**src/rtl/router_input_buffer_if.sv**
```systemverilog
// Flit link between a credit-based sender, the input buffer and the crossbar.
// The buffer side takes the slave modport; the sender/crossbar/bench side takes master.
interface router_input_buffer_if #(
  parameter int FLIT_W = 20
);
  logic [FLIT_W-1:0] in;
  logic              vi;
  logic              deq;
  logic [FLIT_W-1:0] o;
  logic              vo;
  logic [4:0]        req;
  logic              co;
  logic              err;

  modport master (
    output in, vi, deq,
    input  o, vo, req, co, err
  );

  modport slave (
    input  in, vi, deq,
    output o, vo, req, co, err
  );
endinterface

```
**src/rtl/router_input_buffer.sv**
```systemverilog
// Router input port: credit-returning flit FIFO with XY route computation
// for the head flit, a registered credit pulse and a sticky overflow flag.
module router_input_buffer #(
  parameter int DEPTH  = 4,
  parameter int FLIT_W = 20
) (
  input  logic                  clk,
  input  logic                  RST,
  input  logic [3:0]            position,
  router_input_buffer_if.slave  link
);

  localparam int PTR_W = $clog2(DEPTH);
  localparam int CNT_W = $clog2(DEPTH + 1);
  localparam logic [CNT_W-1:0] FULL_COUNT = CNT_W'(DEPTH);

  logic [FLIT_W-1:0] mem [DEPTH];
  logic [PTR_W-1:0]  rd_ptr;
  logic [PTR_W-1:0]  wr_ptr;
  logic [CNT_W-1:0]  count;
  logic              co_q;
  logic              err_q;

  logic              vo;
  logic              full;
  logic              pop;
  logic              wr_en;
  logic              overflow;

  assign vo   = (count != '0);
  assign full = (count == FULL_COUNT);
  assign pop  = link.deq & vo;

  // A full buffer can still take a flit when the head leaves in the same cycle;
  // an empty buffer never bypasses, so a simultaneous deq there is ignored.
  assign wr_en    = link.vi & (~full | pop);
  assign overflow = link.vi & full & ~pop;

  always_ff @(posedge clk) begin
    if (wr_en) begin
      mem[wr_ptr] <= link.in;
    end
  end

  always_ff @(posedge clk or posedge RST) begin
    if (RST) begin
      rd_ptr <= '0;
      wr_ptr <= '0;
      count  <= '0;
      co_q   <= 1'b0;
      err_q  <= 1'b0;
    end else begin
      if (wr_en) begin
        wr_ptr <= wr_ptr + PTR_W'(1);
      end
      if (pop) begin
        rd_ptr <= rd_ptr + PTR_W'(1);
      end
      unique case ({wr_en, pop})
        2'b10:   count <= count + CNT_W'(1);
        2'b01:   count <= count - CNT_W'(1);
        default: count <= count;
      endcase
      co_q <= pop;
      if (overflow) begin
        err_q <= 1'b1;
      end
    end
  end

  logic [3:0] dest;
  logic [1:0] dx;
  logic [1:0] dy;
  logic [1:0] own_x;
  logic [1:0] own_y;
  logic [4:0] req_c;

  assign dest  = link.o[FLIT_W-1 -: 4];
  assign dx    = dest[1:0];
  assign dy    = dest[3:2];
  assign own_x = position[1:0];
  assign own_y = position[3:2];

  // Dimension-order routing: resolve X first, then Y, then eject locally.
  always_comb begin
    req_c = '0;
    if (vo) begin
      if (dx > own_x) begin
        req_c[0] = 1'b1;
      end else if (dx < own_x) begin
        req_c[1] = 1'b1;
      end else if (dy > own_y) begin
        req_c[2] = 1'b1;
      end else if (dy < own_y) begin
        req_c[3] = 1'b1;
      end else begin
        req_c[4] = 1'b1;
      end
    end
  end

  assign link.o   = mem[rd_ptr];
  assign link.vo  = vo;
  assign link.req = req_c;
  assign link.co  = co_q;
  assign link.err = err_q;

endmodule

```
**src/flat_wrapper.sv**
```systemverilog
// flat-port wrapper written by rule: the top's interface ports become plain ports
module router_input_buffer_flat 
#(
  parameter int DEPTH  = 4,
  parameter int FLIT_W = 20
)
  (clk, RST, position, link_in, link_vi, link_deq, link_o, link_vo, link_req, link_co, link_err);
  router_input_buffer_if #(.FLIT_W(FLIT_W)) link_i ();
  input  logic clk;
  input  logic RST;
  input  logic [3:0] position;
  input wire logic [$bits(link_i.in)-1:0] link_in;
  input wire logic [$bits(link_i.vi)-1:0] link_vi;
  input wire logic [$bits(link_i.deq)-1:0] link_deq;
  output wire logic [$bits(link_i.o)-1:0] link_o;
  output wire logic [$bits(link_i.vo)-1:0] link_vo;
  output wire logic [$bits(link_i.req)-1:0] link_req;
  output wire logic [$bits(link_i.co)-1:0] link_co;
  output wire logic [$bits(link_i.err)-1:0] link_err;
  assign link_i.in = link_in;
  assign link_i.vi = link_vi;
  assign link_i.deq = link_deq;
  assign link_o = link_i.o;
  assign link_vo = link_i.vo;
  assign link_req = link_i.req;
  assign link_co = link_i.co;
  assign link_err = link_i.err;
  router_input_buffer #(.DEPTH(DEPTH), .FLIT_W(FLIT_W)) u_core (.clk(clk), .RST(RST), .position(position), .link(link_i));
endmodule
```
**config.mk**
```make
export PLATFORM = sky130hd
export DESIGN_NAME = router_input_buffer_flat
export DESIGN_NICKNAME = d
export VERILOG_FILES = /design/src/rtl/router_input_buffer_if.sv /design/src/rtl/router_input_buffer.sv /design/src/flat_wrapper.sv
export SDC_FILE = /design/constraint.sdc
export NUM_CORES = 1
export LEC_CHECK = 0
export CAP_MARGIN = 5
export CORE_MARGIN = 4
export CORE_UTILIZATION = 30
export DETAILED_ROUTE_END_ITERATION = 8
export GPL_TIMING_DRIVEN = 0
export PLACE_DENSITY_LB_ADDON = 0.05
export SYNTH_ARGS = -nofsm -noshare
export SYNTH_HDL_FRONTEND = slang
export SYNTH_SLANG_ARGS = --single-unit
```
**constraint.sdc**
```tcl
create_clock -name clk -period 2.7 [get_ports clk]
set_clock_uncertainty 0.1 [all_clocks]
set_input_delay 0.405 -clock clk [delete_from_list [all_inputs] [get_ports clk]]
set_output_delay 0.405 -clock clk [all_outputs]
set_load 0.02 [all_outputs]
```
=== Word-level counts from Yosys, hierarchy flattened ===
Memories as Yosys holds them, arrays and structs flattened.
Cells that the tools add are included.

* Register bits after elaboration: 9
* Bits in writable memories: 80
* Input bits: 28
* Output and inout port bits: 28
* Word-level logic and storage cells: 38
* Memories: 1

* Add/sub/neg operators: 4
* $lt $le $gt $ge: 4
* Eq/ne operators: 3
* Multiplexer cells: 12
* Bitwise gates (word level): 7
* Reductions and logical operators: 2

{| class="wikitable"
|+ Memory list
! memory !! words !! width !! rd ports !! clocked after Yosys merged registers in !! wr ports !! line !! text
|-
| u_core.mem || 4 || 20 || 1 || 0 || 1 || router_input_buffer.sv:17 || <nowiki>logic [FLIT_W-1:0] mem [DEPTH];</nowiki>
|}

{| class="wikitable"
|+ Operator list
! operator !! count
|-
| two-way mux 1 bit || 7
|-
| one-hot mux 3 bit (2 select lines) || 1
|-
| two-way mux 5 bit || 1
|-
| adder 2 x 1 -> 2 bit, second input constant || 2
|-
| bitwise AND 1 bit || 4
|-
| > comparator 2 bit || 2
|-
| < comparator 2 bit || 2
|-
| two-way mux 4 bit || 1
|-
| adder 3 x 1 -> 3 bit, second input constant || 1
|-
| == test 3 bit, second input constant || 1
|-
| two-way mux 3 bit || 1
|-
| nonzero test 3 bit || 1
|-
| subtractor 3 x 1 -> 3 bit, second input constant || 1
|-
| == test 2 x 1 -> 1 bit, second input constant || 1
|-
| == test 2 bit, second input constant || 1
|-
| two-way mux 2 bit || 1
|-
| inverter 1 bit || 2
|-
| nonzero test 2 bit || 1
|-
| bitwise OR 1 bit || 1
|}

=== Depth between registers and ports, before layout ===
An unclocked memory read counts as a cell.

* Depth after elaboration: 7
* Mapped depth: 9
* Gate-level depth less buffers: 9

=== Least setup slack after synthesis ===
Ideal clock, no wire load.

* Kind: reg-to-output
* Start point: reg u_core.rd_ptr[0]
* End point: out link_req[4]
* Data arrival time: 2.577 ns
* Required time: 2.195 ns
* Setup slack: -0.382 ns
* Stages on the path, launching flop included: 7
* Cells stage by stage: dfrtp_1 buf_6 mux4_1 ha_1 nor2b_1 o2111ai_1 a211oi_1

* Elaborated cells on any way between the ends: 10

{| class="wikitable"
|+ RTL lines
! what !! line !! text
|-
| from (decl) || router_input_buffer.sv:18 || <nowiki>logic [PTR_W-1:0] rd_ptr;</nowiki>
|-
| from (signal assigned) || router_input_buffer.sv:57 || <nowiki>rd_ptr <= rd_ptr + PTR_W'(1);</nowiki>
|-
| memory read (4 x 20 bit) * || - ||
|-
| named net link_o[17] || flat_wrapper.sv:15 || <nowiki>output wire logic [$bits(link_i.o)-1:0] link_o;</nowiki>
|-
| < comparator 2 bit || router_input_buffer.sv:90 || <nowiki>end else if (dx < own_x) begin</nowiki>
|-
| two-way mux 3 bit || router_input_buffer.sv:90 ||
|-
| two-way mux 4 bit * || router_input_buffer.sv:88 || <nowiki>if (dx > own_x) begin</nowiki>
|-
| two-way mux 5 bit * || router_input_buffer.sv:87 || <nowiki>if (vo) begin</nowiki>
|-
| to (decl) || flat_wrapper.sv:17 || <nowiki>output wire logic [$bits(link_i.req)-1:0] link_req;</nowiki>
|}

Mark *: on every way through the listed nets, which the timed path passes. The rest lies on a longest branch.

=== Final worst setup path ===
* Start point: reg u_core.rd_ptr[0]
* End point: out link_req[4]

* Word-level cells in the longest chain between the ends: 7
* Elaborated cells on any way between the ends: 10

{| class="wikitable"
|+ Ends and longest elaborated chain
! what !! line !! text
|-
| memory read (4 x 20 bit) * || - ||
|-
| < comparator 2 bit || router_input_buffer.sv:94 || <nowiki>end else if (dy < own_y) begin</nowiki>
|-
| two-way mux 1 bit || router_input_buffer.sv:94 ||
|-
| two-way mux 2 bit || router_input_buffer.sv:92 || <nowiki>end else if (dy > own_y) begin</nowiki>
|-
| two-way mux 3 bit || router_input_buffer.sv:90 ||
|-
| two-way mux 4 bit * || router_input_buffer.sv:88 ||
|-
| two-way mux 5 bit * || router_input_buffer.sv:87 ||
|}

Every way passes the cells marked *; elsewhere a longest branch is shown, timed or not.

==> run_results.csv <==
group,metric,value,unit
outcome,outcome,"complete, but fails checks",
outcome,violated_checks,"setup timing",
setup_path,critical_path_arrival,2.36,ns
synth,yosysSeqAreaShare,0.739,
detailed_routing,drt_iter0_drc,86,
synth,yosys-top-cells-area,"edfxtp_1 68%, mux4_1 7.4%, dfrtp_1 6.3%",
synth,syn_area,3550,sq um
cts,cts_tree,"built",
setup_path,worstRegToRegCells,3,
setup_path,setup_crit_end_kind,"primary output",
floorplan,pin_count,56,
synth,ys_seq_elements,89,
cts,clk_pin_slew_worst_paths,0.06,ns
placed_design,dpl_cell_area,4340,sq um
cts,cts.htree.levels,3,
placed_design,numPortBuffers,55,
cts,ctsHoldBuffers,0,
run,max_cap_viol_count,0,
synth,synth_area_per_cell,21.4,sq um
detailed_routing,routedWlPerCell,18.0,um
detailed_routing,vias,1779,
power_and_ir_drop,power,5.64,mW
cts,cts-root-buf,"clkbuf_16",
grt,gr-max-usage-layer,"met2",
timing,finalCritPeriodShare,1.06,
placed_design,placed_wire_length_estimate,4470,um
grt,use_met3,0.0319,
timing,hold_violations,0,
setup_path,crit_path_max_incr_delay,0.53,ns
setup_path,crit_required,2.19,ns
synth,synth.yosys.warnings,0,
grt,initial_antenna_violation_count,0,
setup_path,cp_slowest_cell,"mux4_2",
final_layout,final_core_util,0.417,
setup_path,worstPathCellList,"buf_12 -> mux4_2 -> ha_4 -> nor2b_4 -> o2111ai_4 -> a211oi_4 -> buf_6",
final_layout,most_used_cells_in_the_layout_excluding_fill_and_tap_cells,"80 x edfxtp_1, 38 x clkdlybuf4s50_1, 12 x inv_1, 12 x mux4_2",
synth,syn_inst,166,
detailed_routing,drc,0,
timing,rsz_0062_raised_after_global_routing,"yes",
grt,first_pass_grt_wire_length,10700,um
synth,synthDominantCellAreaShare,0.676,
timing,post-route-min-period,2.86,ns
final_layout,areaGrowthSynthToFinish,35.2,%
floorplan,fp.dieW,117,um
power_and_ir_drop,power_per_cell_area,1170,nW/um^2
final_layout,num-nets-final,279,
setup_path,rrSetupSlack,0.41,ns
detailed_routing,detail_route.wirelength,6990,um
power_and_ir_drop,maximum_vdd_drop,310,uV
setup_path,crit-reg2reg-capture,"u_core.mem[0][15]",
floorplan,rows,39,
timing,postLayoutSetupSlackWorst,-0.160,ns
setup_path,crit_family,"multiplexers",
grt,grt_start_max_net_pins,21,
grt,grt_use_met1,0.132,
floorplan,initial_core_util,0.309,
floorplan,placeableCoreArea,11500,sq um
power_and_ir_drop,leakagePower,1.75,nW
setup_path,critical_path_peak_fanout,3,
setup_path,worstReg2RegStart,"u_core.count[2]",
timing,clock.fmax,0.350,GHz
detailed_routing,ant_nets,0,
detailed_routing,via_per_inst,4.59,
timing,drv_slew,0,
min_path,hold_path.class,"input pin to asynchronous set/reset pin",
timing,slew_headroom,0.214,
setup_path,critPathBufInv,2,
synth,yosysUniqueCellTypes,29,
cts,worst_skew_pair.late_latency,0.33,ns
grt,met2_usage,0.184,
placed_design,routabilityCongestion,0.728,
timing,tightestPinTransition,1.18,ns
synth,syn-num-nets,204,
final_layout,layout_commonest_cell,"edfxtp_1",
setup_path,timing_worst_setup_path_type,"register to primary output",
synth,dominant_cell_type_by_area_after_synthesis,"edfxtp_1",
grt,global_route.usage.total,0.110,
grt,grt_overflow_total,0,
final_layout,final_layout_size_suffix_gt1_frac,0.249,
final_layout,postLayoutCellArea,4810,sq um
setup_path,timing.critical_path.from_type,"register",
detailed_routing,drt_first_pass_iters,5,
floorplan,die_area,13700,sq um
grt,grt_pass1_vias,1931,
cts,cts_buffers,9,
final_layout,antenna_cells,0,
floorplan,die-height,117,um
cts,clock_sinks,89,
timing,final.hold.worst_slack,0.241,ns
timing,report.final.setup_viol,5,
cts,cts_buffer_depth,2,
==> metrics by stage <==
stage / setup WS, ns / std cells / setup TNS, ns
final: -0.160 / 388 / -0.627
after floorplan: 0.0433 / 166 / 0
after detailed placement: -0.563 / 364 / -14.25
after CTS: -0.225 / 386 / -0.628
after global routing: -0.259 / 388 / -1.14
after global placement: -0.520 / 364 / -10.12
==> synthesized netlist by cell type <==
library cell / count
a21o_1: 1
buf_6: 2
and2_1: 4
buf_2: 1
nor4b_4: 1
o2111ai_1: 1
nand2_1: 1
xor2_1: 3
nand3_1: 1
edfxtp_1: 80
dfrtp_1: 9
ha_1: 9
and2_4: 1
inv_2: 1
nor2_1: 2
xnor2_1: 3
nor2b_1: 2
a211oi_1: 1
clkbuf_1: 1
nor2b_2: 1
fa_1: 1
mux2i_1: 1
mux2_4: 1
o21ai_0: 2
nor3_1: 3
inv_1: 12
mux4_1: 10
mux4_2: 10
a21oi_1: 1
==> power breakdown <==
| group | switching (mW) | internal, mW |
|---|---|---|
| registers | 0.114 | 1.84 |
| logic | 1.17 | 1.14 |
| clock network | 0.478 | 0.895 |
| total | 1.76 | 3.88 |
==> how the worst max path moves through the flow <==
stage,start,endpoint,slack (ns),cells past startpoint
4_1_cts,u_core.rd_ptr[0],link_req[3],-0.23,7
3_5_place_dp,u_core.rd_ptr[0],link_req[4],-0.56,7
5_1_grt,u_core.rd_ptr[0],link_req[4],-0.26,7
6_report,u_core.rd_ptr[0],link_req[4],-0.16,7
3_3_place_gp,u_core.rd_ptr[0],link_req[4],-0.52,7
2_1_floorplan,u_core.rd_ptr[0],link_req[4],0.04,6
==> layer usage <==
| layer | vias up | routed length, um |
|---|---|---|
| met5 | - | 0 |
| met4 | 0 | 68 |
| met3 | 6 | 268 |
| met2 | 42 | 3560 |
| met1 | 919 | 3090 |
| li1 | 812 | - |
==> registers in the layout, indices dropped and copies added, names as in the netlist <==
signal           cells
u_core.count         3
u_core.link.co       1
u_core.link.err      1
u_core.mem          80
u_core.rd_ptr        2
u_core.wr_ptr        2
==> area by class of cell <==
class                           count  area (sq um)
Fill cell                        1008          6710
Sequential cell                    89          2630
Multi-Input combinational cell     60           937
Timing Repair Buffer               64           637
Clock buffer                        9           225
Tap cell                          143           179
Clock inverter                      6           108
Inverter                           13          48.8
Buffer                              4          43.8
==> what timing repair did <==
action,4_1_cts,5_1_grt
resized for setup,45,11
cloned,0,0
setup buffers,7,2
setup endpoints to repair,19,9
pin swaps,3,4
==> kinds of logic after synthesis <==
family,share of synthesized area
AO/OA/AOI/OAI,0.0109
buffers and inverters,0.0225
XOR/XNOR,0.0148
flip-flops,0.739
AND/OR/NAND/NOR,0.0310
multiplexers,0.144
adder cells (fa/ha/maj),0.0373
(Power assumes the default switching activity.)
